[src/rtl/am_tx_pkg.sv]
// Shared definitions for the AM transmit modulator: FSM encoding, default
// sample width and the feedback levels of the 1-bit sigma-delta loop.
package am_tx_pkg;

    localparam int SAMPLE_W = 16;

    typedef enum logic [1:0] {
        IDLE  = 2'd0,
        PRIME = 2'd1,
        RUN   = 2'd2
    } state_t;

    // Feedback subtracted after a '1' output: full-scale positive level.
    function automatic int sdm_fb_pos(input int w);
        return (1 << (w - 1)) - 1;
    endfunction

    // Feedback subtracted after a '0' output: full-scale negative level.
    function automatic int sdm_fb_neg(input int w);
        return -(1 << (w - 1));
    endfunction

endpackage

[src/rtl/am_sdm1.sv]
// First-order 1-bit sigma-delta modulator. The decision is registered and the
// feedback applied on each clock is the one selected by the previous decision.
module am_sdm1
    import am_tx_pkg::*;
#(
    parameter int W = SAMPLE_W
) (
    input  logic                clk,
    input  logic                RSTb,
    input  logic                clr,
    input  logic signed [W-1:0] y,
    output logic                rf_bit
);

    localparam int ACC_W = W + 2;
    localparam int V_W   = W + 3;
    localparam logic signed [V_W-1:0] FB_POS = V_W'(sdm_fb_pos(W));
    localparam logic signed [V_W-1:0] FB_NEG = V_W'(sdm_fb_neg(W));

    logic signed [ACC_W-1:0] sacc;
    logic signed [V_W-1:0]   v;
    logic signed [V_W-1:0]   v_fb;

    // Integrate the input and remove the level of the bit currently on the pin.
    always_comb begin
        v    = V_W'(sacc) + V_W'(y);
        v_fb = v - (rf_bit ? FB_POS : FB_NEG);
    end

    // Decision and accumulator registers; clr parks the loop at zero.
    always_ff @(posedge clk or negedge RSTb) begin
        if (!RSTb) begin
            sacc   <= '0;
            rf_bit <= 1'b0;
        end else if (clr) begin
            sacc   <= '0;
            rf_bit <= 1'b0;
        end else begin
            rf_bit <= ~v[V_W-1];
            sacc   <= v_fb[ACC_W-1:0];
        end
    end

endmodule

[src/rtl/am_tx_modulator.sv]
// AM transmit modulator: audio handshake with a one-entry sample buffer,
// linear interpolation to the clock rate, envelope times carrier, and a
// first-order sigma-delta stage producing the 1-bit RF pin drive.
module am_tx_modulator
    import am_tx_pkg::*;
#(
    parameter int SAMPLE_W    = am_tx_pkg::SAMPLE_W,
    parameter int INTERP_LOG2 = 8,
    parameter int MOD_SHIFT   = 1
) (
    input  logic                       clk,
    input  logic                       RSTb,
    input  logic                       enable,
    input  logic signed [SAMPLE_W-1:0] carrier,
    input  logic signed [SAMPLE_W-1:0] audio_in,
    input  logic                       audio_valid,
    output logic                       audio_ready,
    output logic                       rf_out,
    output logic [7:0]                 underrun_count,
    output logic [1:0]                 state_o
);

    localparam int ACC_W  = SAMPLE_W + INTERP_LOG2 + 1;
    localparam int SLP_W  = SAMPLE_W + 1;
    localparam int PROD_W = 2 * SAMPLE_W + 1;

    state_t                     state, state_next;
    logic [INTERP_LOG2-1:0]     cnt;
    logic signed [SAMPLE_W-1:0] prev, cur, nxt;
    logic                       next_full;
    logic signed [SLP_W-1:0]    slope;
    logic signed [ACC_W-1:0]    acc;
    logic signed [SAMPLE_W-1:0] interp;
    logic [SAMPLE_W-1:0]        env;
    logic signed [SAMPLE_W-1:0] y_p1;
    logic                       xfer, wrap, sdm_clr;

    function automatic logic [7:0] sat_inc8(input logic [7:0] c);
        return (c == 8'hFF) ? c : c + 8'd1;
    endfunction

    // Offset-binary envelope: midscale plus the depth-scaled audio.
    function automatic logic [SAMPLE_W-1:0] envelope(input logic signed [SAMPLE_W-1:0] iv);
        logic signed [SAMPLE_W-1:0] sh;
        sh = iv >>> MOD_SHIFT;
        return {~sh[SAMPLE_W-1], sh[SAMPLE_W-2:0]};
    endfunction

    // Signed carrier times unsigned envelope, floor-scaled back to SAMPLE_W.
    function automatic logic signed [SAMPLE_W-1:0] mix_scale(
        input logic signed [SAMPLE_W-1:0] car,
        input logic [SAMPLE_W-1:0]        e
    );
        logic signed [PROD_W-1:0] prod;
        prod = PROD_W'(car) * PROD_W'($signed({1'b0, e}));
        return prod[2*SAMPLE_W-1:SAMPLE_W];
    endfunction

    assign audio_ready = enable && (state != IDLE) && !next_full;
    assign xfer        = audio_valid && audio_ready;
    assign wrap        = (state == RUN) && (cnt == '1);
    assign sdm_clr     = !enable || (state == IDLE);
    assign interp      = acc[SAMPLE_W+INTERP_LOG2-1:INTERP_LOG2];
    assign env         = envelope(interp);
    assign state_o     = state;

    // Next-state logic; dropping enable returns to IDLE from anywhere.
    always_comb begin
        state_next = state;
        case (state)
            IDLE:    if (enable) state_next = PRIME;
            PRIME:   if (xfer)   state_next = RUN;
            RUN:     state_next = RUN;
            default: state_next = IDLE;
        endcase
        if (!enable) state_next = IDLE;
    end

    // FSM state register.
    always_ff @(posedge clk or negedge RSTb) begin
        if (!RSTb) state <= IDLE;
        else       state <= state_next;
    end

    // Sample buffer, period counter and interpolation accumulator.
    always_ff @(posedge clk or negedge RSTb) begin
        if (!RSTb) begin
            cnt            <= '0;
            prev           <= '0;
            cur            <= '0;
            nxt            <= '0;
            next_full      <= 1'b0;
            slope          <= '0;
            acc            <= '0;
            underrun_count <= '0;
        end else if (!enable) begin
            cnt       <= '0;
            prev      <= '0;
            cur       <= '0;
            nxt       <= '0;
            next_full <= 1'b0;
            slope     <= '0;
            acc       <= '0;
        end else begin
            case (state)
                PRIME: begin
                    if (xfer) begin
                        prev  <= audio_in;
                        cur   <= audio_in;
                        slope <= '0;
                        cnt   <= '0;
                        acc   <= ACC_W'(audio_in) <<< INTERP_LOG2;
                    end
                end
                RUN: begin
                    cnt <= cnt + INTERP_LOG2'(1);
                    if (wrap) begin
                        prev <= cur;
                        acc  <= ACC_W'(cur) <<< INTERP_LOG2;
                        if (next_full) begin
                            cur       <= nxt;
                            slope     <= SLP_W'(nxt) - SLP_W'(cur);
                            next_full <= 1'b0;
                        end else begin
                            slope          <= '0;
                            underrun_count <= sat_inc8(underrun_count);
                        end
                    end else begin
                        acc <= acc + ACC_W'(slope);
                    end
                    if (xfer) begin
                        nxt       <= audio_in;
                        next_full <= 1'b1;
                    end
                end
                default: ;
            endcase
        end
    end

    // Stage p1: mixer output register.
    always_ff @(posedge clk or negedge RSTb) begin
        if (!RSTb) y_p1 <= '0;
        else       y_p1 <= mix_scale(carrier, env);
    end

    // Stage p2: sigma-delta register drives the pin.
    am_sdm1 #(
        .W (SAMPLE_W)
    ) u_sdm (
        .clk    (clk),
        .RSTb   (RSTb),
        .clr    (sdm_clr),
        .y      (y_p1),
        .rf_bit (rf_out)
    );

endmodule

[config.mk]
export PLATFORM = sky130hd
export DESIGN_NAME = am_tx_modulator
export DESIGN_NICKNAME = d
export VERILOG_FILES = /design/src/rtl/am_tx_pkg.sv /design/src/rtl/am_sdm1.sv /design/src/rtl/am_tx_modulator.sv
export SDC_FILE = /design/constraint.sdc
export NUM_CORES = 1
export LEC_CHECK = 0
export CORE_MARGIN = 5
export CORE_UTILIZATION = 45
export CTS_CLUSTER_SIZE = 16
export DETAILED_ROUTE_END_ITERATION = 7
export PLACE_DENSITY = 0.58
export SLEW_MARGIN = 20
export SYNTH_ARGS = -nofsm -noshare
export SYNTH_HDL_FRONTEND = slang
export SYNTH_HIERARCHICAL = 1
export SYNTH_SLANG_ARGS = --single-unit
[constraint.sdc]
create_clock -name clk -period 8.25 [get_ports clk]
set_input_delay 1.65 -clock clk [delete_from_list [all_inputs] [get_ports clk]]
set_output_delay 1.65 -clock clk [all_outputs]
set_load 0.05 [all_outputs]
# After elaboration in Yosys (flattened, before gate mapping)
# Index checks and enable logic that the tools add are counted.
[totals] mem_bits_rw=0 rom_bits=0 reg_bits=128 output_inout_bits=12 memories=0 wordCells=77 latch_bits=0
[classes] n_shift=0 order_cmp=0 mul=1 n_bitwise=4 eq_ne=11 n_div=0 muxes=29 n_reduce_logical=15 addsub=6
[ops] cell="16-bit two-way mux" n=6
[ops] cell="25-bit two-way mux" n=3
[ops] cell="17-bit two-way mux" n=4
[ops] cell="25-bit case mux with 2 select lines" n=1
[ops] cell="18-bit two-way mux" n=2
[ops] cell="17-bit case mux with 2 select lines" n=1
[ops] cell="16-bit by 17-bit multiplier with 32-bit output" n=1
[ops] cell="16-bit case mux with 2 select lines" n=1
[ops] cell="25-bit by 17-bit adder with 25-bit output" n=1
[ops] cell="18-bit by 16-bit adder with 19-bit output" n=1
[ops] cell="18-bit subtractor" n=1
[ops] cell="16-bit by 16-bit subtractor with 17-bit output" n=1
[ops] cell="8-bit by 1-bit adder with 8-bit output (second input constant)" n=2
[ops] cell="8-bit == test (second input constant)" n=2
[ops] cell="8-bit two-way mux" n=2
[ops] cell="8-bit case mux with 2 select lines" n=1
[ops] cell="3-bit != test (second input constant)" n=3
[ops] cell="3-bit by 1-bit != test with 1-bit output (second input constant)" n=2
[ops] cell="2-bit case mux with 3 select lines" n=1
[ops] cell="2-bit AND reduction" n=3
[ops] cell="1-bit two-way mux" n=5
[ops] cell="5-bit AND reduction" n=1
[ops] cell="1-bit logical AND" n=4
[ops] cell="2-bit two-way mux" n=2
[ops] cell="10 further kinds" n=15

# Depth between registers and ports, before layout
[logic_depth] depth_word=7 mapped_depth=22 mapped_depth_nobuf=21

# Cells and area by module
# The synthesis kept the hierarchy.
[modules_own_cells] module="am_tx_modulator" cells_per_inst=1592 seq_area_each_um2=2702.6 area_each_um2=14520.2 n_inst=1
[modules_own_cells] module="am_sdm1" cells_per_inst=255 seq_area_each_um2=475.5 area_each_um2=2157.1 n_inst=1

# Worst setup path before layout
# No wires, ideal clock.
[synth_timing] path_type="input to register" startpoint="input port carrier[15]" endpoint="register y_p1[9]" path_slack_ns=1.250 n_path_buf=1 arrival_ns=6.877 stages=20 path_cell_list="clkbuf_1 -> clkinv_1 -> nor2_1 -> fa_1 -> fa_1 -> fa_1 -> fa_1 -> fa_1 -> inv_1 -> fa_1 -> inv_1 -> ha_1 -> a21oi_1 -> nor2b_1 -> o21ai_0 -> o211ai_2 -> a211oi_2 -> nor2_1 -> o41a_1 -> xor2_1"
[synth_between] elab_chain_cells=1
[synth_rtl] element="start: declaration" line_no="am_tx_modulator.sv:14" source="input logic signed [SAMPLE_W-1:0] carrier,"
[synth_rtl] element="16-bit by 17-bit multiplier with 32-bit output" line_no="am_tx_modulator.sv:55" source="prod = PROD_W'(car) * PROD_W'($signed({1'b0, e}));"
[synth_rtl] element="end signal: assignment" line_no="am_tx_modulator.sv:144" source="else y_p1 <= mix_scale(carrier, env);"
[synth_rtl] element="end: declaration" line_no="am_tx_modulator.sv:35" source="logic signed [SAMPLE_W-1:0] y_p1;"
# No other way between the ends.
# A chain may end at the register's enable or synchronous reset.

# Final worst setup path
[layout_timing] startpoint="input port carrier[3]" endpoint="register y_p1[12]"
# The elaborated chain is that of the path after synthesis.

==> results.md <==
- Status: finished, final reports clean
- Initial antenna violation count: 0
- Crit Path Max Fanout: 16
- Overflow after GRT: 0
- H-tree depth: 4
- Post-route clock period utilization: 91.0%
- Rows: 70
- Syn avg cell area: 9.03 um2
- Clock Pin Slew Worst Setup and Hold Paths: 0.06 ns
- Yosys top cell by area: fa_1
- Slew margin rel.: 34.2%
- Total negative slack: 0 ns
- CP required: 8.56 ns
- # IOs: 48
- FILL cells: 3478
- Skew-Pair Late Insertion Delay: 0.45 ns
- Crit path time final: 7.50 ns
- Post-synth EDFFs: 0
- Post-CTS setup buffers: 0
- Via density: 5.39
- Crit path largest cell delay: 0.92 ns
- Worst Path Arrival: 7.82 ns
- Final #Nets: 2303
- Largest net degree at the start of global routing: 72
- Die Height: 203 um
- Die Area: 41000 um2
- CP max-delay cell: clkdlybuf4s50_1
- First-pass GRT wire length: 67500 um
- Placeable Area: 36600 um2
- Drt drc: 0
- Most used cell, CP: fa_1
- Synth area leaders: fa_1, dfrtp_1, ha_1
- Port bufs: 47
- MaxCap Viol Count: 0
- Synth Flop Type: dfrtp_1
- Synth top area share: 23.6%
- Seq/Total Area, Yosys: 19.1%
- Clk sinks: 127
- Die X-Extent: 203 um
- Synth Register Bits: 127
- Hold_buf cts: 0
- Compound-Gate Fraction of Synth Area: 13.5%
- Final hold violation count: 0
- Worst path cell trace: clkdlybuf4s50_1 -> nand2_1 -> fa_1 -> fa_1 -> fa_1 -> inv_1 -> ha_1 -> fa_1 -> inv_1 -> fa_1 -> inv_1 -> ha_1 -> nand4_1 -> a211oi_1 -> o41ai_2 -> buf_4 -> o211ai_2 -> a211oi_2 -> buf_4 -> o31ai_1 -> a21oi_1 -> xnor2_1
- Slew @ Worst Pin: 0.986 ns
- Post-DRT Antenna Nets: 0
- CTS tree: yes
- Fraction of registers with async set/reset: 100%
- Initial core utilization: 45.6%
- First-iteration detailed-routing DRC count: 646
- Worst Hold Class: reg2reg
- Final Slew Violations: 0
- Drt wl/cell: 17.2 um
- Vias in the first global route: 13191
- Largest family of logic cells by synthesized area: adder cells
- Mux cell area share after synthesis: 1.58%
- Yosys warns: 6
- Adder-cell share of the synthesized area: 37.9%
- Final Routed Wirelength: 40500 um
- # resized after CTS: 0
- Mapped Cells: 1847
- Via count: 12720
- Synthesized area: 16700 um2
- Synth Area in XOR/XNOR: 4.20%
- Count of final setup violators: 0
- Root buffer cell: clkbuf_16
- CP top delay family: adder cells
- WP buf/inv: 6
- Worst-case clock skew: 0.0218 ns
- Critical Path Source Type: input pin
- Diode count: 0
- Share of cells above drive strength 1: 4.60%
- Synth Area in Simple Gates: 16.0%
- Peak Freq: 133 MHz
- Crit path kind: in2reg
- Unrepaired setup endpoints after global routing: no
- Drt first pass iters: 5
- DP Wirelength: 31700 um
- Clock buffer depth: 2
- Total track usage: 20.3%
- Area growth syn-to-layout: 9.88%
- RePlAce Congestion: 0.874
- Distinct cells, synth: 75
- Critical Path Sink Type: flip-flop
- Inserted Clock Buffers: 17
[metal layers]
metal | part of all wire, % | track usage (%)
met1 | 45 | 27.2
met2 | 50 | 35.6
met5 | 0 | 0
met4 | 1.5 | 4.41
met3 | 3.5 | 2.33
[flip-flops by register name, summed over array words and instances, names as in the netlist]
register	count
underrun_count	8
y_p1	16
u_sdm/sacc	18
next_full	1
acc	24
u_sdm/rf_bit	1
slope	17
state_o	2
nxt	16
cnt	8
cur	16
[cells in the final DEF (no fill, tap or decap), drive strengths merged, types with 4 or more instances in the layout]
master | synthesis | routed
o31ai | 21 | 21
nand2 | 212 | 212
xnor2 | 52 | 52
and2 | 108 | 108
clkbuf | 61 | 18
clkinv | 1 | 5
o21bai | 13 | 13
clkdlybuf4s50 | 0 | 46
a21boi | 5 | 5
ha | 190 | 190
o211ai | 10 | 10
dfrtp | 127 | 127
a22o | 26 | 26
a31oi | 9 | 9
nand3 | 21 | 21
nor2 | 92 | 92
and3 | 22 | 22
a211oi | 10 | 10
o21a | 11 | 11
a22oi | 4 | 4
o21ai | 83 | 83
a221oi | 4 | 4
fa | 197 | 197
nand2b | 29 | 29
inv | 281 | 284
nor3 | 14 | 14
buf | 1 | 28
nand4 | 15 | 15
nor2b | 19 | 19
or3 | 5 | 5
a21oi | 84 | 84
mux2i | 23 | 23
xor2 | 28 | 28
a21o | 26 | 26
o221ai | 4 | 4
o311ai | 4 | 4
[cell usage after synthesis, drive strengths merged (2+ instances only)]
| library cell | number |
|---|---|
| o31ai | 21 |
| xor2 | 28 |
| o41a | 2 |
| mux2 | 3 |
| dfrtp | 127 |
| nor3 | 14 |
| nor2b | 19 |
| or2 | 3 |
| a31oi | 9 |
| mux2i | 23 |
| inv | 281 |
| a22o | 26 |
| a221oi | 4 |
| a21o | 26 |
| nor2 | 92 |
| xnor2 | 52 |
| and2 | 108 |
| o221ai | 4 |
| clkbuf | 61 |
| nand2b | 29 |
| fa | 197 |
| and3 | 22 |
| nand3 | 21 |
| o41ai | 2 |
| o2111ai | 2 |
| a21oi | 84 |
| o22ai | 2 |
| a211oi | 10 |
| ha | 190 |
| o311ai | 4 |
| or3 | 5 |
| o211ai | 10 |
| o21a | 11 |
| a21boi | 5 |
| o21ai | 83 |
| a22oi | 4 |
| o21bai | 13 |
| nor3b | 3 |
| a31o | 2 |
| nand2 | 212 |
| nand4 | 15 |
[final cells by class]
class / count / area, um2 / area share [%]
timing repair buffer: 74 / 674 / 3.68
multi-input combinational: 1378 / 12200 / 66.7
tap: 468 / 586 / 3.20
sequential: 127 / 3180 / 17.3
clock buffer: 18 / 439 / 2.40
inverter: 282 / 1060 / 5.78
clock inverter: 13 / 163 / 0.888
[worst reg2reg max path: cells and delay by family, from the launching register on]
kind,cells,cell delay (ns)
adder cells (fa/ha/maj),7,3.27
AO/OA/AOI/OAI,7,1.49
flip-flops,1,0.97
buffers and inverters,5,0.24
AND/OR/NAND/NOR,1,0.17
XOR/XNOR,1,0.15
[stage by stage]
| step | util, % | area [um2] | std cells | hold WS [ns] | setup slack [ns] |
|---|---|---|---|---|---|
| after floorplan | - | 16700 | 1849 | 0.449 | 1.25 |
| after CTS | 50.1 | 18300 | 2360 | 0.482 | 0.771 |
| after global routing | 50.1 | 18300 | 2360 | 0.492 | 0.452 |
| after global placement | 48.4 | 17700 | 2329 | 0.465 | 0.428 |
| after detailed placement | 48.4 | 17700 | 2329 | 0.468 | 0.325 |
| final | 50.1 | 18300 | 2360 | 0.479 | 0.746 |
[logic make-up after synthesis]
family,Yosys count
buf+inv,344
compound gates,333
flops,127
other cells,1
simple gates,549
fa+ha+maj,387
mux,26
xor+xnor,80
[path summary, 6_finish.rpt]
check | slack (ns) | depth (start not counted) | end | start
max | 0.75 | 22 | y_p1[12] | carrier[3]
min | 0.48 | 2 | cur[9] | cur[9]
max reg2reg | 1.86 | 21 | y_p1[13] | acc[15]
min reg2reg | 0.48 | 2 | cur[9] | cur[9]
max in group asynchronous | 5.68 | 2 | slope[6] | RSTb
min in group asynchronous | 1.17 | 1 | u_sdm/sacc[2] | RSTb
Power is left out: the tool's default activity adds up to more than one toggle a clock period on the data nets, which glitch-free logic cannot reach.
